`src/rtl/pfu.sv`:
```
// pfu - prefetch unit for the rv32i core.
//
// Issues sequential 32-bit instruction fetches on the instruction bus. It
// queues the responses, in order, in a small fetch FIFO. The FIFO head is
// presented to id_stage over the dav/pull handshake.
// The first entry after a redirect (reset or jump) carries sofr.
// A bus error marks its entry with ferr and halts fetching until the next jump.
//
// Ports
//   clk_i, resetb_i          clock, asynchronous active-low reset
//   clk_en_i                 global clock enable; all state holds when low
//   jump_i, jump_addr_i      redirect request and target from EX
//   ireqvalid_o/ireqready_i  fetch request handshake, address on ireqaddr_o
//   irspvalid_i, irspdata_i, irsperror_i
//                            in-order fetch response
//   pfu_dav_o, pfu_pull_i    head entry valid / consume head entry
//   pfu_sofr_o, pfu_ins_o, pfu_ferr_o, pfu_pc_o
//                            head entry fields
module pfu #(
    parameter int                P_XLEN         = 32,
    parameter int                P_FIFO_DEPTH   = 4,
    parameter logic [P_XLEN-1:0] P_RESET_VECTOR = '0
) (
    input  logic              clk_i,
    input  logic              resetb_i,
    input  logic              clk_en_i,
    input  logic              jump_i,
    input  logic [P_XLEN-1:0] jump_addr_i,
    input  logic              ireqready_i,
    output logic              ireqvalid_o,
    output logic [P_XLEN-1:0] ireqaddr_o,
    input  logic              irspvalid_i,
    input  logic [31:0]       irspdata_i,
    input  logic              irsperror_i,
    output logic              pfu_dav_o,
    input  logic              pfu_pull_i,
    output logic              pfu_sofr_o,
    output logic [31:0]       pfu_ins_o,
    output logic              pfu_ferr_o,
    output logic [P_XLEN-1:0] pfu_pc_o
);

    localparam int                PW        = $clog2(P_FIFO_DEPTH);
    localparam int                CW        = PW + 1;
    localparam logic [CW:0]       DEPTH_W   = (CW+1)'(P_FIFO_DEPTH);
    localparam logic [CW-1:0]     C_ONE     = CW'(1);
    localparam logic [PW-1:0]     P_ONE     = PW'(1);
    localparam logic [P_XLEN-1:0] PC_STEP   = P_XLEN'(4);
    localparam logic [P_XLEN-1:0] ALIGN_MSK = P_XLEN'(3);

    logic [P_XLEN-1:0] fetch_pc;
    logic [P_XLEN-1:0] rsp_pc;
    logic [P_XLEN-1:0] fifo_pc  [P_FIFO_DEPTH];
    logic [31:0]       fifo_ins [P_FIFO_DEPTH];
    logic [P_FIFO_DEPTH-1:0] fifo_sofr;
    logic [P_FIFO_DEPTH-1:0] fifo_ferr;
    logic [PW-1:0]     wr_ptr;
    logic [PW-1:0]     rd_ptr;
    logic [CW-1:0]     count;
    logic [CW-1:0]     outstanding;
    logic [CW-1:0]     discard;
    logic              sofr_pend;
    logic              halted;

    logic [CW:0]       inflight;
    logic [P_XLEN-1:0] jump_tgt;
    logic              accept;
    logic              rsp;
    logic              do_jump;
    logic              do_drop;
    logic              do_write;
    logic              do_pop;

    assign pfu_dav_o  = (count != '0);
    assign ireqaddr_o = fetch_pc;
    assign pfu_sofr_o = fifo_sofr[rd_ptr];
    assign pfu_ferr_o = fifo_ferr[rd_ptr];
    assign pfu_ins_o  = fifo_ins[rd_ptr];
    assign pfu_pc_o   = fifo_pc[rd_ptr];

    always_comb begin
        // Queued plus in-flight entries are bounded by the FIFO depth.
        // As a result, every accepted request has a guaranteed slot.
        inflight    = {1'b0, count} + {1'b0, outstanding};
        ireqvalid_o = resetb_i & clk_en_i & ~halted & ~jump_i & (inflight < DEPTH_W);
        accept      = ireqvalid_o & ireqready_i;
        rsp         = clk_en_i & irspvalid_i;
        do_jump     = clk_en_i & jump_i;
        // Responses to requests issued before a redirect are dropped.
        do_drop     = rsp & (do_jump | (discard != '0));
        do_write    = rsp & ~do_drop;
        do_pop      = clk_en_i & ~jump_i & pfu_pull_i & pfu_dav_o;
        jump_tgt    = jump_addr_i & ~ALIGN_MSK;
    end

    always_ff @(posedge clk_i or negedge resetb_i) begin
        if (!resetb_i) begin
            fetch_pc    <= P_RESET_VECTOR;
            rsp_pc      <= P_RESET_VECTOR;
            wr_ptr      <= '0;
            rd_ptr      <= '0;
            count       <= '0;
            outstanding <= '0;
            discard     <= '0;
            sofr_pend   <= 1'b1;
            halted      <= 1'b0;
            fifo_sofr   <= '0;
            fifo_ferr   <= '0;
            for (int unsigned i = 0; i < unsigned'(P_FIFO_DEPTH); i++) begin
                fifo_pc[i]  <= '0;
                fifo_ins[i] <= '0;
            end
        end else begin
            outstanding <= outstanding + CW'(accept) - CW'(rsp);

            // Whatever remains in flight after this cycle's response must be discarded.
            if (do_jump)
                discard <= outstanding - CW'(rsp);
            else if (rsp && (discard != '0))
                discard <= discard - C_ONE;

            if (do_jump) begin
                wr_ptr    <= '0;
                rd_ptr    <= '0;
                count     <= '0;
                fetch_pc  <= jump_tgt;
                rsp_pc    <= jump_tgt;
                sofr_pend <= 1'b1;
                halted    <= 1'b0;
            end else begin
                if (accept)
                    fetch_pc <= fetch_pc + PC_STEP;

                if (do_write) begin
                    fifo_pc[wr_ptr]   <= rsp_pc;
                    fifo_ins[wr_ptr]  <= irspdata_i;
                    fifo_sofr[wr_ptr] <= sofr_pend;
                    fifo_ferr[wr_ptr] <= irsperror_i;
                    wr_ptr            <= wr_ptr + P_ONE;
                    rsp_pc            <= rsp_pc + PC_STEP;
                    sofr_pend         <= 1'b0;
                    if (irsperror_i)
                        halted <= 1'b1;
                end

                if (do_pop)
                    rd_ptr <= rd_ptr + P_ONE;

                case ({do_write, do_pop})
                    2'b10:   count <= count + C_ONE;
                    2'b01:   count <= count - C_ONE;
                    default: ;
                endcase
            end
        end
    end

endmodule

```
`config.mk`:
```
export PLATFORM = sky130hd
export DESIGN_NAME = pfu
export DESIGN_NICKNAME = d
export VERILOG_FILES = /design/src/rtl/pfu.sv
export SDC_FILE = /design/constraint.sdc
export NUM_CORES = 1
export LEC_CHECK = 0
export BUFFER_PORTS_ARGS = -buffer_cell sky130_fd_sc_hd__buf_4
export CAP_MARGIN = 15
export CORE_ASPECT_RATIO = 1.2
export CORE_MARGIN = 4
export CORE_UTILIZATION = 60
export DETAILED_ROUTE_END_ITERATION = 10
export GPL_TIMING_DRIVEN = 0
export PLACE_DENSITY = 0.92
export RECOVER_POWER = 50
export REMOVE_ABC_BUFFERS = 1
export SLEW_MARGIN = 20
export SYNTH_ARGS = -nofsm -noshare
export SYNTH_HDL_FRONTEND = slang
export SYNTH_SLANG_ARGS = --single-unit
```
`constraint.sdc`:
```
create_clock -name clk_i -period 5.75 [get_ports clk_i]
set_clock_uncertainty 0.1 [all_clocks]
set_input_delay 0.575 -clock clk_i [delete_from_list [all_inputs] [get_ports clk_i]]
set_output_delay 0.575 -clock clk_i [all_outputs]
set_load 0.02 [all_outputs]
```
== Word-level counts from Yosys, hierarchy flattened ==
Cells that the tools add are included.

* Latch bits: 0
* Word-level logic and storage cells: 106
* Memory bits (writable): 0
* ROM bits: 0
* Input port bits: 72
* Register bits after elaboration: 343
* Output and inout bits: 100
* Memories: 0

* Add/subtract/negate cells: 11
* Equal/unequal tests: 2
* Magnitude comparators: 7
* Multiplexer cells: 35
* Shift-type cells: 0
* Reduce and logical (&&, ||, !) cells: 13
* Divide/modulo/power cells: 0
* $mul: 0
* Bitwise logic cells: 19

{| class="wikitable"
|+ Operator list
! kind !! count
|-
| 32-bit two-way mux || 9
|-
| 128-bit bitwise mux || 2
|-
| 32-bit binary-select mux with 2-bit select || 2
|-
| 32-bit by 3-bit adder with 32-bit output, second input constant || 2
|-
| 32-bit demux with 2-bit select || 1
|-
| 1-bit bitwise AND || 12
|-
| 2-bit nonzero test || 5
|-
| 3-bit two-way mux || 3
|-
| 3-bit nonzero test || 3
|-
| 4-bit bitwise mux || 2
|-
| 1-bit two-way mux || 8
|-
| 2-bit two-way mux || 4
|-
| 3-bit >= comparator, second input constant || 2
|-
| 2-bit by 3-bit less-than comparator with 1-bit output, second input constant || 2
|-
| 2-bit inverter with 3-bit output || 2
|-
| 3-bit one-hot mux with 2 select lines || 1
|-
| 3-bit by 1-bit subtractor with 3-bit output || 2
|-
| 3-bit by 1-bit subtractor with 3-bit output, second input constant || 2
|-
| 2-bit by 1-bit adder with 2-bit output, second input constant || 2
|-
| 3-bit by 3-bit adder with 4-bit output || 1
|-
| 1-bit binary-select mux with 2-bit select || 2
|-
| 4-bit by 3-bit less-than comparator with 1-bit output, second input constant || 1
|-
| 1-bit inverter || 4
|-
| 2-bit AND reduction || 2
|-
| other kinds (9) || 11
|}

== Longest topological paths before layout ==
* Depth in word-level cells: 8
* Depth in mapped cells: 12
* Gate-level depth less buffers: 11

== Worst setup path after synthesis ==
No wires, ideal clock.

* Path type: reg2reg
* Start point: reg outstanding[2]
* End point: reg outstanding[2]
* Path buffers: 1
* Path slack: 3.139 ns
* Required time: 5.525 ns
* Stages on the path, launching flop included: 13
* Setup time: 0.125 ns
* Arrival: 2.386 ns
* Period minus slack after synthesis: 2.611 ns
* Cells stage by stage: dfrtp_1 ha_1 nor3_2 and4_1 buf_2 inv_1 ha_1 inv_1 ha_1 inv_1 fa_1 xnor2_1 xnor2_1

* Cells in the longest elaborated chain, start to end: 6

{| class="wikitable"
|+ RTL lines
! element !! RTL line !! text
|-
| start, declared || 60 || <nowiki>logic [CW-1:0] outstanding;</nowiki>
|-
| start signal, assigned || 114 || <nowiki>outstanding <= outstanding + CW'(accept) - CW'(rsp);</nowiki>
|-
| 3-bit by 3-bit adder with 4-bit output || 84 || <nowiki>inflight = {1'b0, count} + {1'b0, outstanding};</nowiki>
|-
| 4-bit by 3-bit less-than comparator with 1-bit output || 85 || <nowiki>ireqvalid_o = resetb_i & clk_en_i & ~halted & ~jump_i & (inflight < DEPTH_W);</nowiki>
|-
| 1-bit bitwise AND || 85 ||
|-
| 1-bit bitwise AND || 86 || <nowiki>accept = ireqvalid_o & ireqready_i;</nowiki>
|-
| 3-bit by 1-bit adder with 3-bit output (*) || 114 ||
|-
| 3-bit by 1-bit subtractor with 3-bit output (*) || 114 ||
|}

Every way passes the cells marked *; elsewhere a longest branch is shown, timed or not.
A chain may end at the register's enable or synchronous reset.

== Final worst setup path ==
* Start point: in resetb_i
* End point: reg outstanding[2]

* Cells in the longest elaborated chain, start to end: 7

{| class="wikitable"
|+ RTL lines
! element !! RTL line !! text
|-
| start, declared || 25 || <nowiki>input logic resetb_i,</nowiki>
|-
| 1-bit bitwise AND (4 in a row) || 85 ||
|-
| 1-bit bitwise AND || 86 ||
|-
| 3-bit by 1-bit adder with 3-bit output || 114 ||
|-
| 3-bit by 1-bit subtractor with 3-bit output || 114 ||
|}

No other way between the ends.

==> run metrics <==
top_reg_cell synth=dfrtp_1; Final Max Slew Viols=106; Hold Fails Final Rpt=0; fmax=0.263 GHz; vias per cell=6.27; Core Util, Final=72.1%; core area=0.0250 mm^2; RSZ-0062 raised after global routing=no; most frequent cells in the layout=328 x dfrtp_1, 250 x mux2_2, 133 x buf_4; Routed Antenna Nets=0; gr usage total=25.5%; Yosys reg bits=331; first-pass GRT wire length=57600 um; dpl cells=1541; row count=63; TritonCTS Sinks=331; Avg Inst Size Synth=13.7 um^2; share of cells above drive strength 1=41.7%; Tcrit/Tclk final=66.2%; Syn-to-layout area delta=17.5%; vias post-DR=10.0k; CTS clk-pin slew, worst paths=0.07 ns; Seq/Total Area, Yosys=54.0%; synth warn=0; # Max-Cap Violations=1; Worst Tran Pin Value=2.52 ns; Clock Tree Root=clkbuf_16; Initial Util=61.4%; wire length per cell=22.2 um; Setup-failing EPs final=0; Setup Slack @ Placement=2.00 ns; Num CTS Buffers=34; htree depth=2; Leak Pwr=8.34 nW; DR iter-0 viols=685; Syn Std Cell Area=0.0153 mm^2; number of port buffers=165; Worst R2R Setup Slack=2.21 ns; Worst VDD drop=269 uV; Critical Path Fanout Max=101; DIE AREA=0.0282 mm^2; initial antenna violation count=0; commonest non-fill, non-tap cell in the layout=dfrtp_1; Residual DRC=0; Setup Buffers After CTS=0; critical path class=in -> reg; design area=0.0180 mm^2; Synth top area share=53.8%; total grt overflow=0; final RePlAce weighted congestion=0.834; top cells by area, synth=dfrtp_1 54%, mux2_2 18%, mux4_2 9.4%; nets=1341; Min Hold Slack=0.218 ns; post-cts sizing count=0; post-synth top area cell=dfrtp_1; CTS tree=yes; Critical Path RT=6.04 ns; io pins=172; minimum clock period=3.80 ns; Yosys cell types=50; Die X=154 um; PwrDens=443 mW/mm^2; synthesized instance count=1118; Setup WS post-layout=1.95 ns; CP Capture Type=flip-flop; placed cell area=0.0170 mm^2; via count of the first global-routing pass=10.7k; Die Y=183 um; Total Wirelength=35600 um; pin count of the biggest net entering global routing=106; Clk Latency, worst-skew pair=0.51 ns; Finished Layout Cells=1602; Max Root-Sink Buffers=3; EDFF count, synth=0; Rel. slew slack=-68.0%; async set-reset flop share out of synthesis=100%; Startpoint Class=input pin; status=complete, but fails checks; Min-Delay Path Class=in -> reg; router iterations before antenna repair=7; failing checks=capacitance limit, slew limit; diode count=0; post-detail-place hpwl=23300 um; crit path DAT=4.10 ns
[path summary, 6_finish.rpt]
check / from / to / depth (start not counted)
hold / removal: jump_addr_i[19] / rsp_pc[19] / 3
hold reg to reg: fifo_pc[117] / fifo_pc[117] / 2
setup / recovery: resetb_i / outstanding[2] / 13
setup reg to reg: discard[0] / fifo_ins[64] / 7
min in group asynchronous: resetb_i / fifo_ins[107] / 2
max in group asynchronous: resetb_i / fifo_ins[80] / 3
[timing repair]
item	in CTS	in global routing
setup endpoints to repair	0	0
hold buffers	1	0
hold endpoints to repair	50	0
[power by group]
group | total, mW | switching [mW] | internal (mW) | leakage, nW
combinational | 2.42 | 1.16 | 1.25 | 3.45
sequential | 3.22 | 0.394 | 2.82 | 4.31
clock | 2.34 | 0.896 | 1.45 | 0.586
[worst max-delay path, cell delays in order]
cell,delay [ns]
dlygate4sd3_1,0.56
buf_8,0.36
buf_16,0.42
and4bb_2,0.39
and4_1,0.38
inv_1,0.14
ha_1,0.28
inv_1,0.06
ha_1,0.13
inv_1,0.05
fa_1,0.38
xnor2_1,0.15
xnor2_1,0.12
[logic make-up after synthesis]
family / count (synthesis) / synth area share (%)
compound gates: 89 / 3.29
buf+inv: 96 / 2.85
simple gates: 216 / 7.50
fa+ha+maj: 16 / 1.40
mux: 317 / 28.0
flops: 331 / 54.0
other cells: 1 / 0.0244
xor+xnor: 52 / 2.97
[Yosys cell counts (all sizes together), types with 2 or more instances]
| cell | instances |
|---|---|
| a31oi | 12 |
| clkbuf | 33 |
| nor2 | 43 |
| or3 | 12 |
| nand2 | 54 |
| nand4 | 22 |
| ha | 14 |
| and4bb | 2 |
| and4 | 12 |
| o21ai | 22 |
| mux4 | 64 |
| mux2 | 251 |
| a21oi | 42 |
| or4 | 6 |
| nand3 | 23 |
| mux2i | 2 |
| xnor2 | 34 |
| nor3 | 16 |
| fa | 2 |
| dfrtp | 330 |
| o31ai | 4 |
| xor2 | 18 |
| a211oi | 2 |
| buf | 48 |
| and3 | 6 |
| nor4 | 12 |
| o311ai | 2 |
| inv | 15 |
| and2 | 5 |
[stage by stage]
stage | power (mW) | TNS [ns]
final | 7.97 | 0
after global routing | 8.36 | 0
after CTS | 8.08 | 0
after detailed placement | 5.71 | 0
after global placement | 5.59 | -2.08
after floorplan | 4.72 | 0
[sequential cells by signal, indices dropped and copies added (netlist names)]
name and cells:
count 3, discard 3, fifo_ferr 4, fifo_ins 128, fifo_pc 120, fifo_sofr 4
halted 1, ireqaddr_o 30, outstanding 3, rd_ptr 2, rsp_pc 30, sofr_pend 1
wr_ptr 2
[final cells by class]
class | count | area [um^2]
flip-flops and latches | 331 | 8290
fillers | 1595 | 6970
multi-input cells | 694 | 6670
repair buffers | 177 | 1400
clock buffers | 47 | 1000
well taps | 325 | 407
clock inverters | 13 | 195
inverters | 15 | 56.3
[per-layer routing]
metal	vias up	track usage [%]	wire length [um]
met4	0	9.22	1210
met5	-	0	0
li1	4367	-	-
met2	416	43.4	18300
met1	5175	33.6	14000
met3	80	4.06	2190
No activity file was read; power rests on OpenSTA's default activity.
